==> config.mk <==
export PLATFORM = sky130hd
export DESIGN_NAME = demux_1xn_reg
export DESIGN_NICKNAME = d
export VERILOG_FILES = /design/src/rtl/demux_1xn_reg.sv
export SDC_FILE = /design/constraint.sdc
export NUM_CORES = 1
export LEC_CHECK = 0
export CAP_MARGIN = 25
export CORE_ASPECT_RATIO = 0.7
export CORE_MARGIN = 2
export CORE_UTILIZATION = 46
export DETAILED_ROUTE_END_ITERATION = 8
export PLACE_DENSITY = 0.85
export SLEW_MARGIN = 20
export SYNTH_ARGS = -nofsm -noshare
export SYNTH_HDL_FRONTEND = slang
export SYNTH_SLANG_ARGS = --single-unit
==> constraint.sdc <==
create_clock -name Clk -period 2.9 [get_ports Clk]
set_input_delay 0.435 -clock Clk [delete_from_list [all_inputs] [get_ports Clk]]
set_output_delay 0.435 -clock Clk [all_outputs]
set_load 0.05 [all_outputs]
==> src/rtl/demux_1xn_reg.sv <==
// demux_1xn_reg: registered 1-to-N demultiplexer with a one-entry holding
// register per output channel and valid/ready handshakes on both sides.
// The target channel is Sel (Mode=0) or an internal round-robin pointer (Mode=1).
//
// Ports:
//   Clk        system clock, rising edge
//   Reset      synchronous active-high reset
//   Mode       0 = explicit select via Sel, 1 = auto round-robin via Ptr
//   Sel        explicit target channel
//   E          input valid
//   In_Data    input word
//   In_Ready   input may be accepted this cycle (combinational)
//   Out_Data   channel k at bits [k*W +: W]
//   Out_Valid  channel k holds a word
//   Out_Ready  consumer k takes its word this cycle
//   Ptr        round-robin pointer
//   Err        one-cycle pulse after a discarded out-of-range word
//   Err_Count  saturating count of discarded words
//
// Optional feature macro: DEMUX_ERR_EN (enables Err / Err_Count; tied 0 otherwise).

module demux_1xn_reg #(
    parameter int unsigned N    = 4,
    parameter int unsigned W    = 8,
    parameter int unsigned SELW = 2
) (
    input  logic            Clk,
    input  logic            Reset,
    input  logic            Mode,
    input  logic [SELW-1:0] Sel,
    input  logic            E,
    input  logic [W-1:0]    In_Data,
    output logic            In_Ready,
    output logic [N*W-1:0]  Out_Data,
    output logic [N-1:0]    Out_Valid,
    input  logic [N-1:0]    Out_Ready,
    output logic [SELW-1:0] Ptr,
    output logic            Err,
    output logic [7:0]      Err_Count
);

    localparam int unsigned NM1 = N - 1;

    logic [SELW-1:0] tgt;
    logic            in_range;
    logic [N-1:0]    hit;
    logic [N-1:0]    load;
    logic            xfer;

    // Target decode; out-of-range targets (Sel >= N) are accepted and dropped
    always_comb begin
        tgt      = Mode ? Ptr : Sel;
        in_range = (tgt <= SELW'(NM1));
        hit      = '0;
        for (int k = 0; k < N; k++) begin
            hit[k] = in_range && (tgt == SELW'(k));
        end
        In_Ready = 1'b0;
        if (!Reset) begin
            In_Ready = !in_range || (|(hit & (~Out_Valid | Out_Ready)));
        end
        xfer = E && In_Ready;
        load = xfer ? hit : '0;
    end

    // Channel holding registers: a load wins over a simultaneous drain
    always_ff @(posedge Clk) begin
        if (Reset) begin
            Out_Valid <= '0;
            Out_Data  <= '0;
        end else begin
            for (int k = 0; k < N; k++) begin
                if (load[k]) begin
                    Out_Valid[k]         <= 1'b1;
                    Out_Data[k*W +: W]   <= In_Data;
                end else if (Out_Ready[k]) begin
                    Out_Valid[k]         <= 1'b0;
                end
            end
        end
    end

    // Round-robin pointer; explicit wrap so non-power-of-two N works
    always_ff @(posedge Clk) begin
        if (Reset) begin
            Ptr <= '0;
        end else if (xfer && Mode) begin
            Ptr <= (Ptr == SELW'(NM1)) ? '0 : Ptr + SELW'(1);
        end
    end

`ifdef DEMUX_ERR_EN
    // Discard reporting: pulse plus saturating counter
    always_ff @(posedge Clk) begin
        if (Reset) begin
            Err       <= 1'b0;
            Err_Count <= '0;
        end else begin
            Err <= xfer && !in_range;
            if (xfer && !in_range && (Err_Count != 8'hFF)) begin
                Err_Count <= Err_Count + 8'd1;
            end
        end
    end
`else
    assign Err       = 1'b0;
    assign Err_Count = 8'h00;
`endif

endmodule

==> results of run 1 <==
-- final timing paths --
path                            depth (start not counted)  slack, ps         from     endpoint
worst max-delay path                                    5        200         Mode     In_Ready
worst min-delay path                                    2        500  Out_Data[1]  Out_Data[1]
worst max register to register                          4       1290       Ptr[0]       Ptr[0]
worst min register to register                          2        500  Out_Data[1]  Out_Data[1]
-- per-layer routing --
| metal | vias up | part of all wire, % |
|---|---|---|
| met1 | 576 | 44 |
| met4 | 0 | 0 |
| met5 | - | 0 |
| met3 | 0 | 8.3 |
| li1 | 630 | - |
| met2 | 42 | 48 |
-- cells by family (layout without fill, tap and decap cells) --
family          after synthesis  in the layout
mux                          38             38
other cells                   1              9
compound gates                8              8
simple gates                 53             53
flops                        38             38
buf+inv                      18             69
fa+ha+maj                     1              1
-- worst max-delay path: cells and delay by family --
family | cells | cell delay [ps]
buf+inv | 2 | 910
mux | 1 | 430
compound gates | 2 | 500
-- sequential cells by signal, summed over array words and instances, names as in the netlist --
| name | flops |
|---|---|
| Out_Valid | 4 |
| Out_Data | 32 |
| Ptr | 2 |
-- report_power, final --
group | total, mW | switching (mW) | internal, mW
Clock | 0.335 | 0.173 | 0.161
Sequential | 0.545 | 0.00972 | 0.536
Combinational | 0.217 | 0.135 | 0.0823
-- placed cells by master (no fill, tap or decap) --
cell / Yosys / routed
a211oi_1: 2 / 2
a21oi_1: 4 / 4
a2bb2oi_2: 1 / 1
buf_12: 0 / 1
buf_4: 10 / 6
clkbuf_8: 0 / 5
clkdlybuf4s50_1: 0 / 55
clkinv_2: 0 / 2
conb_1: 1 / 9
dfxtp_1: 38 / 38
ha_1: 1 / 1
mux2_2: 1 / 1
mux2_4: 3 / 3
mux2i_1: 32 / 32
mux2i_4: 2 / 2
nand2b_1: 2 / 2
nand3_1: 1 / 1
nand3b_1: 1 / 1
nand4_1: 3 / 3
nor2_1: 40 / 40
nor2b_1: 4 / 4
nor4b_2: 2 / 2
o31ai_1: 1 / 1
-- cell type report --
| type | count | area (µm²) | area share, % |
|---|---|---|---|
| clock inverters | 2 | 10.0 | 0.437 |
| flip-flops and latches | 38 | 761 | 33.2 |
| multi-input cells | 109 | 774 | 33.8 |
| clock buffers | 5 | 68.8 | 3.00 |
| repair buffers | 62 | 616 | 26.9 |
| well taps | 50 | 62.6 | 2.73 |
-- synthesized netlist by cell type --
master and n:
mux2_2 1, a2bb2oi_2 1, nand3b_1 1, dfxtp_1 38
ha_1 1, conb_1 1, nand3_1 1, nor4b_2 2
nor2_1 40, nor2b_1 4, buf_2 2, o31ai_1 1
mux2i_4 2, nand2b_1 2, a211oi_1 2, a21oi_1 4
mux2i_1 32, buf_4 10, mux2_4 3, nand4_1 3
buf_6 2, clkbuf_1 4
==> impl_results.md, run 1 <==
* Final Hold Viols at 0
* VDD IR max at about 0.33 mV
* Distinct cells, synth at 22
* Ranking of synthesized cells by area: dfxtp_1 47%, mux2i_1 20%, nor2_1 9.2%, buf_4 4.6%, mux2_4 2.8%
* Fin cells at roughly 270
* Synth Cell Area at 0.00163 mm²
* CTS Sinks at 38
* Avg Vias per Cell at 4.69
* Dpl ws at ~190 ps
* Via count at 1,248
* Core area at 0.00345 mm²
* Cell count after synthesis at between 150 and 200
* Initial antenna violation count at 0
* Mean Syn Cell Area at ~10 µm²
* Crit Path Max Fanout at 8
* Fin crit period at about 2700 ps
* Data arrival, critical path at between 2000 and 2500 ps
* GR Util met1 at 23.1%
* Die footprint at just over 0.004 mm²
* GR met2 Demand/Resource at 31.1%
* CP max stage delay at around 720 ps
* Placed Area at between 0.002 and 0.0025 mm²
* Max-slew headroom at 65.1%
* Synth Register Bits at 38
* Yosys warning count at 0
* Synth top area share at between 40% and 50%
* DRC viols at 0
* # rows at 18
* Final period util at 93.2%
* Htree depth at 2
* Hold_buf cts at 0
* XOR/XNOR Fraction of Synth Area at 0%
* Global-route wire length before repair at 5.60 mm
* Die X at about 75 µm
* Clock tree buffer depth at 2
* P&R area growth vs syn at 40.8%
* GR peak layer: met2
* Pwr Density at roughly 480 mW/mm²
* Detailed Route WL at 3.59 mm
* Leakage at approximately 0.94 nW
* Io pins at between 60 and 70
* Total Nets Final at roughly 240
* Slew Viols, Final at 0
* Total grt overflow at 0
* Setup Buffers After CTS at 0
* DPL Wire Length at 2.62 mm
* Status: completed
* Largest net degree at the start of global routing at 41
* Class of the worst hold path: reg2reg
* Initial Util at around 47%
* Finished Core Util at roughly two thirds
* Final setup margin at 196 ps
* DR WL/cell at 13.5 µm
* # fillers at 304
* WS Path Type: in2out
* Num CTS Buffers at 5
* Slowest cell on crit path: clkdlybuf4s50_1
* Vias in the first global route at about 1,200
* DRT iter0 DRCs at 39
* Port-buffer cells at 56
* CTS tree: yes
* Cell area after layout at 0.00229 mm²
* Final Power at between 1 and 1.5 mW
* Synth Area in Simple Gates at about 15%
* Post-synthesis sequential area ratio at 46.7%
* ANT nets after route at 0
* Worst Clk Skew at ~3.8 ps
* Max-cap violations at 0
* Share of cells above drive strength 1 at 10.6%
* Fmax at roughly 370 MHz
* Min Hold Slack at between 400 and 500 ps
* Worst-Margin Slew at 523 ps
* Crit-path cells: clkdlybuf4s50_1 > mux2i_4 > a21oi_1 > a211oi_1 > buf_12
* Critical Path Source Type: primary input
* Setup TNS at 0 ps
* Clock Latency Late Sink at ~280 ps
* Cell taking the most area after synthesis: dfxtp_1
* Final setup violation count at 0
* Placed insts at about 260
* CP Capture Type: primary output
* Die Ht at 53.8 µm
* Post-CTS sizing at 0
* Compound-gate portion of the synthesized area at under 10%
* Reg clk slew, reported paths at roughly 70 ps
* Met3 Use GR at 8.99%
* Post-Synth Adder-Cell Area at less than 1%
* First-pass DRT Iterations at 4
* Mux cell area share after synthesis at 25.9%
* Ant diodes at 0
* Placer Congestion at 0.687
* RSZ-0062 raised after global routing: no
* Largest family of logic cells by synthesized area: multiplexers
* Clock root buffer: clkbuf_8
* Critical Path RT at about 2500 ps
* Total Routing Usage GR at a little under a fifth
Power figures use the tool's default switching activity.
==> inputs of run 2 (changes only) <==
--- a/config.mk
+++ b/config.mk
@@ -10,6 +10,7 @@
 export CORE_MARGIN = 2
 export CORE_UTILIZATION = 46
 export DETAILED_ROUTE_END_ITERATION = 8
+export GPL_ROUTABILITY_DRIVEN = 0
 export PLACE_DENSITY = 0.85
 export SLEW_MARGIN = 20
 export SYNTH_ARGS = -nofsm -noshare
==> results of run 2 <==
Same layout as run 1: the final DEF is identical, and so are final timing and power.
